<file path="config.mk">
export PLATFORM = sky130hd
export DESIGN_NAME = group_gp_stage
export DESIGN_NICKNAME = d
export VERILOG_FILES = /design/src/rtl/group_gp_stage_pkg.sv /design/src/rtl/group_pg.sv /design/src/rtl/group_gp_stage.sv
export SDC_FILE = /design/constraint.sdc
export NUM_CORES = 1
export LEC_CHECK = 0
export ABC_AREA = 1
export CAP_MARGIN = 20
export CORE_MARGIN = 8
export CORE_UTILIZATION = 40
export DETAILED_ROUTE_END_ITERATION = 8
export PLACE_DENSITY = 0.72
export SLEW_MARGIN = 30
export SYNTH_ARGS = -nofsm -noshare
export SYNTH_HDL_FRONTEND = slang
export SYNTH_HIERARCHICAL = 1
export SYNTH_SLANG_ARGS = --single-unit
</file>
<file path="constraint.sdc">
create_clock -name clk -period 4 [get_ports clk]
set_clock_uncertainty 0.2 [all_clocks]
set_input_delay 1 -clock clk [delete_from_list [all_inputs] [get_ports clk]]
set_output_delay 1 -clock clk [all_outputs]
set_load 0.05 [all_outputs]
</file>
<file path="src/rtl/group_gp_stage_pkg.sv">
// ============================================================================
// Module : group_gp_stage_pkg
// Brief  : Shared sizing and gp-vector layout for the group G/P stage and the
//          downstream carry tree. Default operand and group widths.
// Rev    : 1.0  initial release
// ============================================================================
`default_nettype none

package group_gp_stage_pkg;

    localparam int DEF_INPUTSIZE = 32;
    localparam int DEF_GROUPSIZE = 4;

    // Position of G and P inside each 2-bit group pair of the gp vector
    localparam int GP_G_IDX = 1;
    localparam int GP_P_IDX = 0;

    // Bit position of a group's G or P entry inside the packed gp vector
    function automatic int gp_pos(input int k, input int idx);
        return 2 * k + idx;
    endfunction

endpackage

`default_nettype wire

</file>
<file path="src/rtl/group_pg.sv">
// ============================================================================
// Module : group_pg
// Brief  : Combinational group lookahead: GROUPSIZE bit p/g in, group G/P out.
// Rev    : 1.0  initial release
// ============================================================================
`default_nettype none

module group_pg #(
  parameter int GROUPSIZE = 4
) (
  input  logic [GROUPSIZE-1:0] p_i,
  input  logic [GROUPSIZE-1:0] g_i,
  output logic                 grp_g_o,
  output logic                 grp_p_o
);

  // Group generate: fold from the base bit upward, g[i] | p[i] & (lower G)
  always_comb begin
    grp_g_o = g_i[0];
    for (int i = 1; i < GROUPSIZE; i++) begin
      grp_g_o = g_i[i] | (p_i[i] & grp_g_o);
    end
  end

  assign grp_p_o = &p_i;

endmodule

`default_nettype wire

</file>
<file path="src/rtl/group_gp_stage.sv">
// ============================================================================
// Module : group_gp_stage
// Brief  : Registered valid/ready stage feeding the second-level prefix carry
//          tree. Produces bit p/g and packed group G/P with cin folded into
//          group 0. Define GP_SKID_EN to add one skid entry behind the out
//          register (registered in_ready, up to 2 beats held).
// Rev    : 1.0  initial release
// ============================================================================
`default_nettype none

module group_gp_stage
  import group_gp_stage_pkg::*;
#(
  parameter int INPUTSIZE = DEF_INPUTSIZE,
  parameter int GROUPSIZE = DEF_GROUPSIZE
) (
  input  logic                                   clk,
  input  logic                                   rst,
  input  logic                                   in_valid,
  output logic                                   in_ready,
  input  logic [INPUTSIZE-1:0]                   a,
  input  logic [INPUTSIZE-1:0]                   b,
  input  logic                                   cin,
  output logic                                   out_valid,
  input  logic                                   out_ready,
  output logic [2*(INPUTSIZE/GROUPSIZE)-1:0]     gp,
  output logic [INPUTSIZE-1:0]                   p_bit,
  output logic [INPUTSIZE-1:0]                   g_bit,
  output logic                                   cin_q
);

  localparam int TREESIZE = INPUTSIZE / GROUPSIZE;
  localparam int GPW      = 2 * TREESIZE;
  localparam int BEATW    = GPW + 2 * INPUTSIZE + 1;

  logic [INPUTSIZE-1:0] w_p;
  logic [INPUTSIZE-1:0] w_g;
  logic [GPW-1:0]       w_gp;
  logic [BEATW-1:0]     w_beat;

  assign w_p = a ^ b;
  assign w_g = a & b;

  // One lookahead cell per group; cin only ever enters group 0
  for (genvar k = 0; k < TREESIZE; k++) begin : g_group
    logic w_grp_g;
    logic w_grp_p;

    group_pg #(.GROUPSIZE(GROUPSIZE)) u_pg (
      .p_i     (w_p[k*GROUPSIZE +: GROUPSIZE]),
      .g_i     (w_g[k*GROUPSIZE +: GROUPSIZE]),
      .grp_g_o (w_grp_g),
      .grp_p_o (w_grp_p)
    );

    assign w_gp[gp_pos(k, GP_P_IDX)] = w_grp_p;

    if (k == 0) begin : g_fold
      assign w_gp[gp_pos(k, GP_G_IDX)] = w_grp_g | (w_grp_p & cin);
    end else begin : g_plain
      assign w_gp[gp_pos(k, GP_G_IDX)] = w_grp_g;
    end
  end

  assign w_beat = {w_gp, w_p, w_g, cin};

  logic             out_valid_q;
  logic             out_valid_d;
  logic [BEATW-1:0] out_beat_q;
  logic [BEATW-1:0] w_out_beat_d;
  logic             w_load_out;
  logic             w_in_xfer;

`ifdef GP_SKID_EN
  logic             skid_valid_q;
  logic             skid_valid_d;
  logic [BEATW-1:0] skid_beat_q;
  logic             w_load_skid;
  logic             w_sel_skid;
  logic             w_out_free;

  // in_ready is the registered "skid empty" flag, forced low while in reset
  assign in_ready   = ~rst & ~skid_valid_q;
  assign w_in_xfer  = in_valid & in_ready;
  assign w_out_free = ~out_valid_q | out_ready;

  // Out slot refills from skid first (order), else from the input; a beat
  // arriving while out is stalled parks in skid
  always_comb begin
    out_valid_d  = out_valid_q;
    skid_valid_d = skid_valid_q;
    w_load_out   = 1'b0;
    w_load_skid  = 1'b0;
    w_sel_skid   = 1'b0;
    if (w_out_free) begin
      if (skid_valid_q) begin
        w_load_out   = 1'b1;
        w_sel_skid   = 1'b1;
        out_valid_d  = 1'b1;
        skid_valid_d = 1'b0;
      end else begin
        w_load_out  = w_in_xfer;
        out_valid_d = w_in_xfer;
      end
    end else if (w_in_xfer) begin
      w_load_skid  = 1'b1;
      skid_valid_d = 1'b1;
    end
  end

  assign w_out_beat_d = w_sel_skid ? skid_beat_q : w_beat;

  // Skid entry: emptied on reset so held data is discarded
  always_ff @(posedge clk) begin
    if (rst) begin
      skid_valid_q <= 1'b0;
      skid_beat_q  <= '0;
    end else begin
      skid_valid_q <= skid_valid_d;
      if (w_load_skid) begin
        skid_beat_q <= w_beat;
      end
    end
  end
`else
  // Single register: accept whenever the out slot is empty or draining
  assign in_ready     = ~rst & (~out_valid_q | out_ready);
  assign w_in_xfer    = in_valid & in_ready;
  assign w_load_out   = w_in_xfer;
  assign out_valid_d  = w_in_xfer | (out_valid_q & ~out_ready);
  assign w_out_beat_d = w_beat;
`endif

  // Out register: holds while stalled, new beat replaces a drained one
  always_ff @(posedge clk) begin
    if (rst) begin
      out_valid_q <= 1'b0;
      out_beat_q  <= '0;
    end else begin
      out_valid_q <= out_valid_d;
      if (w_load_out) begin
        out_beat_q <= w_out_beat_d;
      end
    end
  end

  assign out_valid                 = out_valid_q;
  assign {gp, p_bit, g_bit, cin_q} = out_beat_q;

endmodule

`default_nettype wire

</file>
==> results of run 1 <==
==> logic make-up after synthesis <==
group,after synthesis
adders and majority gates,32
and+or+nand+nor,306
DFF,82
buffers and inverters,55
AOI/OAI and AO/OA,5
==> layer usage <==
layer,wire [um],up-vias
met5,0,-
met1,5108,1751
met4,174,0
li1,-,1887
met2,5563,102
met3,692,13
==> stage by stage <==
stage / instances / util / area (um2)
after CTS: 747 / 0.5997 / 5542
after detailed placement: 731 / 0.5796 / 5355
final: 747 / 0.5997 / 5542
after floorplan: 480 / - / 3822
after global routing: 747 / 0.5997 / 5542
after global placement: 731 / 0.5796 / 5355
==> final timing paths <==
kind | start | end | slack, ns | depth (start not counted)
worst min-delay path | out_beat_q[46] | out_beat_q[46] | 0.26 | 2
worst max-delay path | out_ready | in_ready | 0.97 | 4
worst min register to register | out_beat_q[46] | out_beat_q[46] | 0.26 | 2
worst max register to register | out_valid | out_beat_q[14] | 2.13 | 5
==> final cells by class <==
type                       instances  area [um2]
clock inverter                     5       55.05
sequential                        82        1642
multi-input combinational        343        1919
fill                             814        3699
clock buffer                      11       131.4
tap                              129       161.4
timing repair buffer             156        1554
inverter                          21       78.83
==> report_power, final <==
part	internal (W)	leakage [nW]	switching, W	total (W)
sequential	0.000872	0.674	0.0000321	0.000904
clock	0.000287	0.0893	0.000293	0.000580
combinational	0.000224	1.75	0.000379	0.000603
==> registers in the layout, indices dropped and copies added, names as in the netlist <==
register / flops
out_valid: 1
out_beat_q: 81
==> cells in the final DEF, fill, tap and decap left out, types with 2 or more instances in the layout <==
cell             count
clkbuf_1             2
nor2_1              10
ha_1                32
nand3_1            148
o21ai_1              2
clkinv_2             2
nand4_1              8
clkinvlp_4           2
nand3_2             18
nand2_1            121
clkbuf_8             9
inv_1               20
clkdlybuf4s50_1    149
buf_4                5
dfxtp_1             82
==> worst register-to-register path, cell delays in order, from the launching register on <==
cell	delay (ns)
dfxtp_1	0.35
nand2_1	0.14
nand3_4	0.46
buf_4	0.44
nand3_1	0.11
nand2_1	0.07
==> flow_summary.ini, run 1 <==
[status]
status = finished clean

[critical_path]
crit_chain = clkdlybuf4s50_1, inv_1, a21oi_4, buf_12
crit_slowest_cell = clkdlybuf4s50_1
arrival_ns = 1.83
crit_family = buffers and inverters
path_buf_inv = 3
critical-path-max-stage-delay_ns = 0.45
start_kind = input port
endpoint_kind = output port
path_class = input port to output port
required_ns = 2.80
cp_max_fo = 2

[timing]
worst_slack_ns = 0.9718
final-hold-violation-count = 0
timing.hold.ws_ns = 0.2621
min_period_over_period = 0.7570
rsz0062_at_grt = false
tightest_slew_ns = 0.8995
drv_slew = 0
fin_crit_ns = 3.028
slew_headroom = 0.4003
totalNegativeSetupSlack_ns = 0
max_clock_freq_mhz = 330.2
setup_viol = 0

[global_route]
grt_max_degree = 82
gr-usage-met1 = 0.2131
grt_pass1_wl_um = 18840
grt_util_met3 = 0.04649
met2_usage = 0.3010
top_usage_layer = met2
grt_usage = 0.1793
grt_overflow_total = 0
grt_pass1_vias = 3741
grt_antenna_before_repair = 0

[clocking]
cts.sinks = 82
cts_inserted_buffers = 9
cts_resized = 0
post_cts_buffers = 0
clk_latency_ns = 0.33
cts_buffer_depth = 2
root_buffer = clkbuf_8
holdBufCountCts = 0
cts-htree-levels = 3
clk_pin_slew_ns = 0.08
cts_tree = built

[logic_synthesis]
yosysMostFrequentCell = nand3_1
syn_inst = 480
ys_top_cells_by_count = nand3_1, nand2_1, dfxtp_1
netlist_area_um2 = 3822
syn_avg_cell_area_um2 = 7.963
synthAdderAreaFrac = 0.1047
synth_area_leader_cell = dfxtp_1
synth_edf_count = 0
yosysSeqAreaShare = 0.4295
synthMuxAreaShare = 0
synthArstFlopShare = 0
yosys_warnings = 6
synth_seq_cells = 82
synth_compound_area_frac = 0.008183
yosys.cell_types.count = 18
synth-simple-area-share = 0.3853
synth_xor_area_frac = 0
ys_top_cells_by_area = dfxtp_1, nand3_1, nand2_1
ys.flop_type = dfxtp_1
synth_top_family_by_area = simple AND/OR/NAND/NOR gates
syn-num-nets = 581
synth.top_cell.area_share = 0.4295

[power_and_ir_drop]
cellPowerDensity_nw_per_um2 = 376.5
totalPowerFinal_w = 0.002087
ir_worst_vdd_mv = 0.2953
leakagePower_nw = 2.514

[floorplanning]
io_pins = 152
num_rows = 35
dieHeight_um = 113.8
fp.dieW_um = 113.8
dieArea_um2 = 12940
start_util = 0.4137
core_area_um2 = 9240

[final_layout]
synthToLayoutAreaGrowth_pct = 44.98
drive_gt1_frac = 0.06796
nets = 714
antenna_cells = 0

[place]
dpl.hpwl_um = 8491
io_buffers = 151
dp_worst_setup_slack_ns = 0.9497
place.gp.congestion = 0.7755

[worst_hold_path]
hp-class = register to register

[route]
drtIter0Drc = 148
antenna_left = 0
firstDrtPassIters = 4
routed_wl_um = 11540
wire_per_inst_um = 15.45
drc = 0
vias = 3753
viasPerCell = 5.024

[run]
drv_cap = 0
(Power assumes the default switching activity.)
==> run 2, diff against run 1 <==
- CORE_UTILIZATION: 40 -> 39
- PLACE_DENSITY: 0.72 -> 0.73
- clock period: 4 -> 2.75 ns (I/O delays scaled with it)
==> flow_summary.ini, run 2 (same netlist as run 1, synthesis figures left out) <==
[status]
status = finished clean

[floorplanning]
start_util = 0.3965
dieHeight_um = 115
dieArea_um2 = 13230
core_area_um2 = 9639
fp.dieW_um = 115
num_rows = 36
io_pins = 152

[final_layout]
multi_input_area_um2 = 1919
drive_gt1_frac = 0.06796
ff_latch_area_um2 = 1642
synthToLayoutAreaGrowth_pct = 45.79
antenna_cells = 0
nets = 714
fin_area_um2 = 5573
fin_cells = 751
final_cell_mix = clkdlybuf4s50_1, nand3_1, nand2_1
fillCellCount = 929
final_common_cell = clkdlybuf4s50_1
top_register = out_beat_q
largest_reg_flops = 81

[clocking]
post_cts_buffers = 0
clk_latency_ns = 0.34
cts_buffer_depth = 2
cts_resized = 0
clk_pin_slew_ns = 0.08
cts.sinks = 82
root_buffer = clkbuf_8
holdBufCountCts = 0
cts-htree-levels = 3
cts_inserted_buffers = 9
cts_tree = built

[global_route]
grt_antenna_before_repair = 0
grt_pass1_wl_um = 18050
grt_overflow_total = 0
grt_pass1_vias = 3690
grt_max_degree = 82
grt_usage = 0.1696

[run]
drv_cap = 0

[timing]
final-hold-violation-count = 0
fin_crit_ns = 2.473
drv_slew = 0
setup_viol = 0
totalNegativeSetupSlack_ns = 0
tightest_slew_ns = 0.7843
min_period_over_period = 0.8994
slew_headroom = 0.4771
rsz0062_at_grt = false
max_clock_freq_mhz = 404.3

[place]
io_buffers = 151
dpl.hpwl_um = 8522
dpl_cell_area_um2 = 5410
dpl.cell_count = 735
place.gp.congestion = 0.8079

[route]
drtIter0Drc = 167
antenna_left = 0
firstDrtPassIters = 4
drc = 0
wire_per_inst_um = 15.27
routed_wl_um = 11470
vias = 3753
viasPerCell = 4.997

[power_and_ir_drop]
leakagePower_nw = 2.528
p_seq_frac = 0.444
comb_power_share = 0.300
p_int_w = 0.001929
totalPowerFinal_w = 0.002961
ir_worst_vdd_mv = 0.2865
p_sw_w = 0.001032
p_clk_frac = 0.256
p_sw_frac = 0.3486
cellPowerDensity_nw_per_um2 = 531.3

[critical_path]
path_class = register to output port
arrival_ns = 1.59
crit_chain = clkdlybuf4s50_1
required_ns = 1.86
crit_slowest_cell = clkdlybuf4s50_1
critical-path-max-stage-delay_ns = 0.84
endpoint_kind = output port
path_buf_inv = 1
crit_family = buffers and inverters
start_kind = register
cp_max_fo = 3

[worst_hold_path]
hp-class = register to register
-- run 2: changes by cell type in the layout (fill, tap and decap cells not counted) --
cell,before,now
buf_12,1,5
clkinv_2,2,3
bufinv_16,1,0
clkinv_4,0,1
buf_4,5,1
clkinvlp_4,2,1
-- run 2: through the flow --
stage                     worst slack (ns)  hold WS [ns]    util
after floorplan                     0.5849        0.4778       -
after global placement              0.2993        0.2485  0.5613
after detailed placement            0.2813        0.2547  0.5613
after CTS                           0.2528        0.2665  0.5781
after global routing                0.2134        0.2799  0.5781
final                               0.2766        0.2631  0.5781
-- run 2: cell type report --
type / count / share of cell area
Multi-Input combinational cell: 343 / 0.3444
Sequential cell: 82 / 0.2946
Timing Repair Buffer: 156 / 0.2878
Tap cell: 133 / 0.02986
Clock buffer: 11 / 0.02357
Inverter: 21 / 0.01414
Clock inverter: 5 / 0.005613
-- run 2: power groups by stage --
| stage | combinational (W) | clock (W) | sequential, W |
|---|---|---|---|
| 2_1_floorplan | 0.000270 | 0 | 0.00162 |
| 3_3_place_gp | 0.000884 | 0 | 0.00134 |
| 3_5_place_dp | 0.000893 | 0 | 0.00134 |
| 4_1_cts | 0.000894 | 0.000782 | 0.00132 |
| 5_1_grt | 0.000944 | 0.000829 | 0.00132 |
| 6_report | 0.000888 | 0.000758 | 0.00131 |
-- run 2: worst paths after layout --
kind | start | slack, ns | cells after the start | end
min reg2reg | out_beat_q[42] | 0.26 | 2 | out_beat_q[42]
min | out_beat_q[42] | 0.26 | 2 | out_beat_q[42]
max reg2reg | out_valid | 1.25 | 6 | out_beat_q[66]
max | out_valid | 0.28 | 1 | out_valid
-- run 2: routing by layer --
| layer | up-vias | track usage | part of all wire |
|---|---|---|---|
| met5 | - | 0 | 0 |
| met2 | 123 | 0.2962 | 0.49 |
| met1 | 1736 | 0.1907 | 0.42 |
| li1 | 1884 | - | - |
| met4 | 0 | 0.05166 | 0.012 |
| met3 | 10 | 0.05725 | 0.079 |
==> run 3, diff against run 2 <==
- CORE_UTILIZATION: 39 -> 38
- SYNTH_HIERARCHICAL: 1 -> unset
==> flow_summary.ini, run 3 <==
[logic_synthesis]
ys.flop_type = dfxtp_1
synth_area_leader_cell = dfxtp_1
synth-simple-area-share = 0.2675
synth_compound_area_frac = 0.08162
syn_inst = 457
synth.top_cell.area_share = 0.4576
synthMuxAreaShare = 0
synthArstFlopShare = 0
yosys_warnings = 0
synth_xor_area_frac = 0
ys_top_cells_by_count = nand2_1, dfxtp_1, nand3_1
yosysSeqAreaShare = 0.4576
netlist_area_um2 = 3587
synthAdderAreaFrac = 0.1116
yosysMostFrequentCell = nand2_1
synth_seq_cells = 82
yosys.cell_types.count = 20
syn-num-nets = 558
syn_avg_cell_area_um2 = 7.849
synth_top_family_by_area = simple AND/OR/NAND/NOR gates
synth_edf_count = 0
ys_top_cells_by_area = dfxtp_1, nand2_1, ha_1

[clocking]
cts.sinks = 82
cts-htree-levels = 3
clk_latency_ns = 0.33
cts_buffer_depth = 2
clk_pin_slew_ns = 0.08
cts_inserted_buffers = 9
cts_resized = 0
root_buffer = clkbuf_8
holdBufCountCts = 0
cts_tree = built
post_cts_buffers = 0

[floorplanning]
core_area_um2 = 9196
num_rows = 35
fp.dieW_um = 113.2
dieHeight_um = 113.2
dieArea_um2 = 12810
start_util = 0.3901
io_pins = 152

[global_route]
grt_max_degree = 50
grt_pass1_vias = 3584
grt_antenna_before_repair = 0
grt_pass1_wl_um = 17610
grt_usage = 0.1684
grt_overflow_total = 0

[final_layout]
final_cell_mix = nand2_1, clkdlybuf4s50_1, dfxtp_1
final_common_cell = nand2_1
synthToLayoutAreaGrowth_pct = 49.11
largest_reg_flops = 81
antenna_cells = 0
fin_area_um2 = 5349
top_register = out_beat_q
fillCellCount = 857
multi_input_area_um2 = 1653
drive_gt1_frac = 0.06250
nets = 704
ff_latch_area_um2 = 1642

[run]
drv_cap = 0

[critical_path]
required_ns = 1.86
critical-path-max-stage-delay_ns = 0.53
arrival_ns = 1.57
path_class = input port to output port
endpoint_kind = output port
crit_chain = clkdlybuf4s50_1, nor2_1, buf_4
crit_slowest_cell = clkdlybuf4s50_1
start_kind = input port
cp_max_fo = 4

[timing]
max_clock_freq_mhz = 406.6
tightest_slew_ns = 0.5556
rsz0062_at_grt = false
min_period_over_period = 0.8944
fin_crit_ns = 2.460
slew_headroom = 0.6284
totalNegativeSetupSlack_ns = 0
drv_slew = 0
final-hold-violation-count = 0
setup_viol = 0

[route]
routed_wl_um = 10850
drtIter0Drc = 129
drc = 0
vias = 3499
viasPerCell = 4.866
firstDrtPassIters = 4
wire_per_inst_um = 15.10
antenna_left = 0

[power_and_ir_drop]
leakagePower_nw = 2.326
ir_worst_vdd_mv = 0.2649
cellPowerDensity_nw_per_um2 = 548.4

[place]
dpl_cell_area_um2 = 5152
io_buffers = 151
place.gp.congestion = 0.7779
dpl.hpwl_um = 8514

[status]
status = finished clean

[worst_hold_path]
hp-class = register to register
## run 3: cell families after synthesis
family	count (synthesis)
adders and majority gates	32
buffers and inverters	60
AOI/OAI and AO/OA	55
DFF	82
and+or+nand+nor	228
## run 3: worst paths after layout
kind,end,cells past startpoint,slack (ns),startpoint
setup reg to reg,out_beat_q[70],8,1.22,out_valid
setup / recovery,in_ready,3,0.29,rst
hold / removal,out_beat_q[63],2,0.26,out_beat_q[63]
hold reg to reg,out_beat_q[63],2,0.26,out_beat_q[63]
## run 3: metal layers
metal | vias to the layer above | wire [um] | track usage
met4 | 0 | 194 | 0.05950
met1 | 1599 | 4439 | 0.1839
met2 | 127 | 5276 | 0.2952
met3 | 14 | 945 | 0.05911
met5 | - | 0 | 0
li1 | 1759 | - | -
## run 3: critical path: cells and delay by family
family,cells,cell delay (ns)
simple gates,1,0.15
buf+inv,2,0.74
## run 3: area by class of cell
cell class,instances,area share
Timing Repair Buffer,159,0.2957
Clock inverter,4,0.009591
Tap cell,111,0.02596
Inverter,36,0.02573
Sequential cell,82,0.3069
Clock buffer,12,0.02713
Multi-Input combinational cell,315,0.3090
## run 3: through the flow
stage	cells	worst slack [ns]	hold WS [ns]	util	power, W
3_5_place_dp	703	0.2900	0.2548	0.5603	0.002096
6_report	719	0.2904	0.2647	0.5816	0.002933
4_1_cts	719	0.2877	0.2676	0.5816	0.002966
2_1_floorplan	457	0.1848	0.4832	-	0.001785
5_1_grt	719	0.2404	0.2812	0.5816	0.003075
3_3_place_gp	703	0.2749	0.2497	0.5603	0.002085
## run 3: report_power, final
group	switching [W]	leakage (nW)	internal [W]
sequential	0.0000393	0.672	0.00126
combinational	0.000472	1.56	0.000293
clock	0.000425	0.0966	0.000446
total	0.000936	2.33	0.00200
